`src/rtl/hazard_scoreboard.sv`:
```
// Register write-pending scoreboard: per-register countdown of in-flight writes,
// decode stall generation and final-cycle bypass select.
module hazard_scoreboard #(
  parameter int unsigned          REG_BITS     = 2,
  parameter int unsigned          OP_BITS      = 3,
  parameter int unsigned          PIPE_DEPTH   = 3,
  parameter logic [OP_BITS-1:0]   ORI_OP       = OP_BITS'(3'b111),
  parameter int unsigned          IMPLICIT_REG = 1,
  parameter bit                   FWD_EN       = 1'b1
) (
  input  logic                clock,
  input  logic                resetn,
  input  logic                dec_valid,
  input  logic [OP_BITS-1:0]  dec_op,
  input  logic [REG_BITS-1:0] dec_src1,
  input  logic [REG_BITS-1:0] dec_src2,
  input  logic                dec_use1,
  input  logic                dec_use2,
  input  logic [REG_BITS-1:0] dec_dst,
  input  logic                dec_wr,
  input  logic                flush,
  output logic                stall,
  output logic                fwd1,
  output logic                fwd2,
  output logic                busy,
  output logic [15:0]         stall_cycles
);

  localparam int unsigned NUM_REGS = 2 ** REG_BITS;
  localparam int unsigned CW       = $clog2(PIPE_DEPTH + 1);
  localparam logic [CW-1:0]       DEPTH_C = CW'(PIPE_DEPTH);
  localparam logic [CW-1:0]       ONE_C   = CW'(1);
  localparam logic [REG_BITS-1:0] IMP_REG = REG_BITS'(IMPLICIT_REG);

  logic [CW-1:0] cnt     [NUM_REGS];
  logic [CW-1:0] cnt_nxt [NUM_REGS];

  logic                is_ori;
  logic [REG_BITS-1:0] src1_e, src2_e, dst_e;
  logic                use1_e, use2_e, wr_e;
  logic [CW-1:0]       c1, c2;
  logic                haz1, haz2, byp1, byp2, issue;

  // Effective operands: the implicit-register opcode overrides the decoded fields
  always_comb begin
    is_ori = (dec_op == ORI_OP);
    src1_e = is_ori ? IMP_REG : dec_src1;
    use1_e = is_ori ? 1'b1    : dec_use1;
    src2_e = dec_src2;
    use2_e = is_ori ? 1'b0    : dec_use2;
    dst_e  = is_ori ? IMP_REG : dec_dst;
    wr_e   = is_ori ? 1'b1    : dec_wr;
  end

  // Hazard / bypass decision from the registered scoreboard only
  always_comb begin
    c1    = cnt[src1_e];
    c2    = cnt[src2_e];
    haz1  = use1_e && ((c1 > ONE_C) || ((c1 == ONE_C) && !FWD_EN));
    haz2  = use2_e && ((c2 > ONE_C) || ((c2 == ONE_C) && !FWD_EN));
    byp1  = use1_e && FWD_EN && (c1 == ONE_C);
    byp2  = use2_e && FWD_EN && (c2 == ONE_C);
    stall = dec_valid && (haz1 || haz2) && !flush;
    issue = dec_valid && !stall && !flush;
    fwd1  = dec_valid && !stall && byp1;
    fwd2  = dec_valid && !stall && byp2;
  end

  // Next counters: flush beats issue, issue reload beats decrement
  always_comb begin
    for (int unsigned i = 0; i < NUM_REGS; i++) begin
      cnt_nxt[i] = cnt[i];
      if (flush) begin
        cnt_nxt[i] = '0;
      end else if (issue && wr_e && (dst_e == REG_BITS'(i))) begin
        cnt_nxt[i] = DEPTH_C;
      end else if (cnt[i] != '0) begin
        cnt_nxt[i] = cnt[i] - ONE_C;
      end
    end
  end

  always_ff @(posedge clock or negedge resetn) begin
    if (!resetn) begin
      for (int unsigned i = 0; i < NUM_REGS; i++) cnt[i] <= '0;
    end else begin
      for (int unsigned i = 0; i < NUM_REGS; i++) cnt[i] <= cnt_nxt[i];
    end
  end

  always_comb begin
    busy = 1'b0;
    for (int unsigned i = 0; i < NUM_REGS; i++) busy = busy | (cnt[i] != '0);
  end

  // Saturating stalled-cycle counter
  always_ff @(posedge clock or negedge resetn) begin
    if (!resetn) begin
      stall_cycles <= '0;
    end else if (stall && (stall_cycles != 16'hFFFF)) begin
      stall_cycles <= stall_cycles + 16'd1;
    end
  end

endmodule
```
`config.mk`:
```
export PLATFORM = sky130hd
export DESIGN_NAME = hazard_scoreboard
export DESIGN_NICKNAME = d
export VERILOG_FILES = /design/src/rtl/hazard_scoreboard.sv
export SDC_FILE = /design/constraint.sdc
export NUM_CORES = 1
export LEC_CHECK = 0
export BUFFER_PORTS_ARGS = -buffer_cell sky130_fd_sc_hd__buf_2
export CORE_MARGIN = 3
export CORE_UTILIZATION = 32
export CTS_BUF_LIST = sky130_fd_sc_hd__clkbuf_16
export DETAILED_ROUTE_END_ITERATION = 16
export HOLD_SLACK_MARGIN = 0.06
export SLEW_MARGIN = 5
export SYNTH_ARGS = -nofsm -noshare
export SYNTH_HDL_FRONTEND = slang
export SYNTH_SLANG_ARGS = --single-unit
```
`constraint.sdc`:
```
create_clock -name clock -period 2.3 [get_ports clock]
set_input_delay 0.46 -clock clock [delete_from_list [all_inputs] [get_ports clock]]
set_output_delay 0.46 -clock clock [all_outputs]
set_load 0.02 [all_outputs]
```
==> results of run 1 <==
## metal layers
layer / wire length (µm) / share of wire, % / GRT usage [%] / vias up
met4: 26 / 0.79 / 3.360 / 0
li1: - / - / - / 648
met5: 0 / 0 / 0 / -
met3: 191 / 5.8 / 2.670 / 4
met2: 1437 / 44 / 19.61 / 34
met1: 1645 / 50 / 17.61 / 585
## layout by cell type, fill, tap and decap left out, drive strengths merged, types with 2 or more instances in the layout
master   synthesis  routed
nor4             4       4
mux2i            2       2
mux2             2       2
nor3b            2       2
nand4            2       2
buf              3      43
a21oi            6       6
o211ai           3       3
nand2b           2       2
nor3             6       6
dfrtp           24      24
inv             10      10
nor2             9       9
nor2b            2       2
nand2           13      13
clkbuf           1       3
nor4b            4       4
o21ai            4       4
nand3            7       7
o221ai           2       2
xor2            19      19
o22ai            3       3
o2bb2ai          2       2
ha               5       5
and3             4       4
and2             2       2
## worst max path at each step
stage	startpoint	endpoint	slack, ps	cells past startpoint
floorplan	dec_op[1]	fwd1	60	4
CTS	cnt[1]$_DFFE_PN0P_	fwd2	60	7
detailed placement	dec_src1[0]	fwd2	120	8
finish	cnt[1]$_DFFE_PN0P_	fwd1	110	6
global placement	dec_src1[0]	fwd2	140	8
global route	cnt[1]$_DFFE_PN0P_	fwd2	20	7
## worst max-delay path, stage by stage, from the launching register on
cell and delay, ps:
dfrtp_1 420, buf_4 150, mux2i_1 210, o22ai_1 130, nand3_1 110, nor4b_1 240
buf_2 220
## Yosys cell counts (all sizes together), types with 2 or more instances
cell and n:
o22ai 3, and3 4, mux2i 2, nor2b 2, nand2b 2, o21ai 4, nor4 4, mux2 2
nand4 2, nor4b 4, ha 5, nor3 6, and2 2, nand3 7, inv 10, buf 3
o211ai 3, o221ai 2, o2bb2ai 2, nor3b 2, a21oi 6, nor2 9, nand2 13, xor2 19
dfrtp 24
## state kept, by name, indices dropped and copies added, names as in the netlist
signal	count
stall_cycles	16
cnt	8
## cell families after synthesis
| family | after synthesis | synth area share [%] |
|---|---|---|
| simple gates | 59 | 23.64 |
| compound gates | 29 | 14.22 |
| flops | 24 | 39.67 |
| xor+xnor | 19 | 10.99 |
| buf+inv | 14 | 4.544 |
| fa+ha+maj | 5 | 4.132 |
| mux | 4 | 2.810 |
## power by group
part           internal (mW)  switching [mW]
Combinational          0.280           0.348
Sequential             0.515           0.105
Clock                  0.229           0.132
## cell type report
type / instances / share of cell area (%)
repair buffers: 43 / 12.59
multi-input cells: 116 / 45.75
inverters: 10 / 2.009
well taps: 52 / 3.483
clock buffers: 3 / 4.019
flip-flops and latches: 24 / 32.15
## through the flow
stage / setup WS, ps / area (µm²) / hold slack (ps)
after floorplan: 57.30 / 1520 / 164.4
after global placement: 136.6 / 1774 / 470.9
after detailed placement: 120.8 / 1774 / 476.3
after CTS: 62.10 / 1849 / 203.8
after global routing: 19.37 / 1868 / 216.2
final: 110.3 / 1868 / 179.8
## repair_timing
item / 4_1_cts / 5_1_grt
buffers inserted: 0 / 2
endpoints found under the hold margin: 0 / 0
gates resized for setup: 0 / 2
endpoints found under the setup margin: 0 / 1
==> results.toml, run 1 <==
[status]
outcome = "finished clean"

[sta]
hold_viol_final = 0
tightestPinTransition_ps = 523.1
final-setup-viol-count = 0
slew_violations = 0
max_clock_freq_ghz = 0.4567
rsz0062_at_grt = "no"
fin_crit_ps = 2190
max_slew_margin_pct = 65.13
setup-tns-final_ps = 0
fin_worst_skew_ps = 1.703
fin_crit_sh_pct = 95.20

[placement]
place_inst = 243
gp_congestion = 0.9037
port_buffers = 35
dp_hpwl_um = 2582

[routing]
ant_nets = 0
routed_wl_um = 3300
remaining_drc_errors = 0
vias_per_cell = 5.125
first_pass_iters = 4
avgRoutedWirePerCell_um = 13.31
drtIter0Drc = 53
vias = 1271

[synth]
synth_area_leaders = "dfrtp_1 40%, xor2_1 11%, ha_1 4.1%"
synth_edf_count = 0
ys_ff_latch = 24
syn_nets = 175
yosysWarnings = 0
yosysSeqAreaShare_pct = 39.67
async_reset_ff_share_pct = 100.0
syn_inst = 154
yosys.area.top_type = "dfrtp_1"
synth_cell_types = 42
ys.flop_type = "dfrtp_1"
netlist_area_mm2 = 0.001514
syn_avg_cell_area_um2 = 9.831
yosysTopAreaCellShare_pct = 39.67

[clock_tree]
cts.htree.levels = 1
cts.path.max_buffers = 2
cts_tree = "built"
ctsHoldBuffers = 0
cts_made_buffers = 3
root_buffer = "clkbuf_16"
clock_sinks = 24
cts.reportedPaths.clkPinSlew_ps = 60
clkLatencyLatePin_ps = 250

[die]
dieArea_mm2 = 0.005592
core_area_mm2 = 0.004474
start_util_pct = 33.84
rows = 24
die_w_um = 74.78
die_h_um = 74.78
ios = 36

[layout]
ff_latch_area_um2 = 600.6
nFillCells = 449
drive_gt1_share_pct = 30.10
syn_to_final_growth_pct = 23.39
diodes = 0
multi_input_area_um2 = 854.6
utilization_pct = 41.75
fin_cells = 248
nets = 219

[global_routing]
grt_pass1_vias = 1251
grt_max_degree = 25
grt.total_usage_pct = 12.53
antenna_found_initial = 0
grt_pass1_wl_um = 5575
overflow = 0

[worst_setup_path]
start_kind = "flip-flop"
end_kind = "output pin"
critPathRequiredTime_ps = 1840
rr_startpoint = "stall_cycles[0]$_DFFE_PN0P_"
rrSetupSlack_ps = 310
crit_fanout = 5
crit_arrival_ps = 1730
path_class = "flip-flop to output pin"
reg2regPathDepth = 7
reg2reg_to = "stall_cycles[4]$_DFFE_PN0P_"

[pwr]
power.density_mw_per_mm2 = 861.8
vdd_drop_max_mv = 0.5586
power.total_mw = 1.610
p_leak_nw = 0.9387

[flow_run]
maxCapViolations = 0

[min_path]
hold_class = "input port to asynchronous set/reset pin"
(Power assumes the default switching activity.)
==> run 2: changes to the inputs <==
Settings changed: BUFFER_PORTS_ARGS -buffer_cell sky130_fd_sc_hd__buf_2 to -buffer_cell sky130_fd_sc_hd__buf_4.
==> results.toml, run 2 (same netlist as run 1, synthesis figures left out) <==
[pwr]
internal_power_mw = 1.065
switchingPower_mw = 0.6091
power.density_mw_per_mm2 = 851.1
sw_frac_of_total_pct = 36.39
p_seq_share_pct = 37.2
pwr-share-comb_pct = 40.1
vdd_drop_max_mv = 0.4781
p_leak_nw = 0.9586
power_frac_clock_pct = 22.7

[clock_tree]
cts_tree = "built"
root_buffer = "clkbuf_16"
cts_made_buffers = 3
cts.path.max_buffers = 2
clkLatencyLatePin_ps = 260
clock_sinks = 24
cts.htree.levels = 1
cts.reportedPaths.clkPinSlew_ps = 60

[global_routing]
grt_pass1_wl_um = 5671
overflow = 0
grt_max_degree = 25
grt_pass1_vias = 1247
grt.total_usage_pct = 13.04
antenna_found_initial = 0

[sta]
holdWs_ps = 81.70
fin_worst_skew_ps = 4.760
rsz0062_at_grt = "yes"
setup-tns-final_ps = 0
fin_crit_sh_pct = 98.07
slew_violations = 0
max_clock_freq_ghz = 0.4433
tightestPinTransition_ps = 321.7
max_slew_margin_pct = 78.25
fin_crit_ps = 2256
final-setup-viol-count = 0
setup_ws_ps = 44.29
hold_viol_final = 0

[routing]
remaining_drc_errors = 0
routed_wl_um = 3452
ant_nets = 0
first_pass_iters = 4
vias_per_cell = 5.188
vias = 1297
avgRoutedWirePerCell_um = 13.81
drtIter0Drc = 83

[worst_setup_path]
start_kind = "flip-flop"
crit_arrival_ps = 1800
critPathBufInv = 1
crit_path_start = "cnt[1]$_DFFE_PN0P_"
crit_chain = "nand2_1, o211ai_1, a32o_2, o21ai_2, nor2_1, a2111oi_2, buf_4"
end_kind = "output pin"
critPathRequiredTime_ps = 1840
path_class = "flip-flop to output pin"
rr_startpoint = "stall_cycles[0]$_DFFE_PN0P_"
critPathSlowestCell = "dfrtp_1"
crit_fanout = 6
max_stage_delay_ps = 430
crit_family = "compound AO/OA/AOI/OAI gates"

[die]
rows = 24
start_util_pct = 33.84
dieArea_mm2 = 0.005592
core_area_mm2 = 0.004474
die_w_um = 74.78
ios = 36
die_h_um = 74.78

[layout]
nets = 220
layout_common_cells = "44 x buf_4, 24 x dfrtp_1, 19 x xor2_1"
largest_register = "stall_cycles"
ff_latch_area_um2 = 600.6
multi_input_area_um2 = 854.6
diodes = 0
largestRegisters = "stall_cycles (16), cnt (8)"
syn_to_final_growth_pct = 29.92
final_common_cell = "buf_4"
nFillCells = 456
largest_register_ffs = 16
drive_gt1_share_pct = 30.30

[placement]
port_buffers = 35
dp_hpwl_um = 2636
gp_congestion = 0.8732
dp_slack_ps = 141.2

[status]
outcome = "finished clean"

[min_path]
hold_class = "input port to asynchronous set/reset pin"

[flow_run]
maxCapViolations = 0
run 2: changes by cell type in the layout (fill, tap and decap cells not counted), sizes merged:
| cell | delta |
|---|---|
| buf | +1 |
| clkinv | +1 |
run 2: cell type report:
| type | instances | area share, % |
|---|---|---|
| tap | 52 | 3.308 |
| timing repair buffer | 44 | 16.79 |
| inverter | 10 | 1.908 |
| clock inverter | 1 | 0.1908 |
| multi-input combinational | 116 | 43.45 |
| sequential | 24 | 30.53 |
| clock buffer | 3 | 3.817 |
run 2: metal layers:
| layer | GRT usage [%] | vias to the layer above | share of wire [%] |
|---|---|---|---|
| li1 | - | 644 | - |
| met1 | 17.64 | 609 | 48 |
| met2 | 20.39 | 38 | 44 |
| met3 | 3.071 | 6 | 6.6 |
| met4 | 4.743 | 0 | 1.4 |
| met5 | 0 | - | 0 |
run 2: repair_timing:
action | CTS | global route
resized for setup | 0 | 2
buffers inserted | 0 | 4
hold buffers | 0 | 0
hold endpoints to repair | 0 | 0
endpoints found under the setup margin | 0 | 2
run 2: final timing paths:
| check | endpoint | slack, ps | cells after the start |
|---|---|---|---|
| worst max-delay path | fwd2 | 40 | 7 |
| worst min-delay path | stall_cycles[1]$_DFFE_PN0P_ | 80 | 1 |
| worst max register to register | stall_cycles[4]$_DFFE_PN0P_ | 300 | 7 |
| worst min register to register | stall_cycles[12]$_DFFE_PN0P_ | 490 | 1 |
| max in group asynchronous | stall_cycles[6]$_DFFE_PN0P_ | 1970 | 1 |
| min in group clock | cnt[4]$_DFFE_PN0P_ | 440 | 2 |
run 2: per-stage QoR:
step,instance area [µm²],power [mW],util [%],cells
after floorplan,1520,1.059,-,154
after global placement,1854,1.270,41.44,242
after detailed placement,1854,1.286,41.44,242
after CTS,1933,1.678,43.20,246
after global routing,1967,1.798,43.96,250
final,1967,1.674,43.96,250
run 2: power by group through the flow:
stage	clock network (mW)	registers, mW	logic (mW)
after global placement	0	0.632	0.639
after detailed placement	0	0.632	0.654
after CTS	0.393	0.627	0.659
after global routing	0.408	0.644	0.746
final	0.380	0.623	0.671
after floorplan	0	0.656	0.403
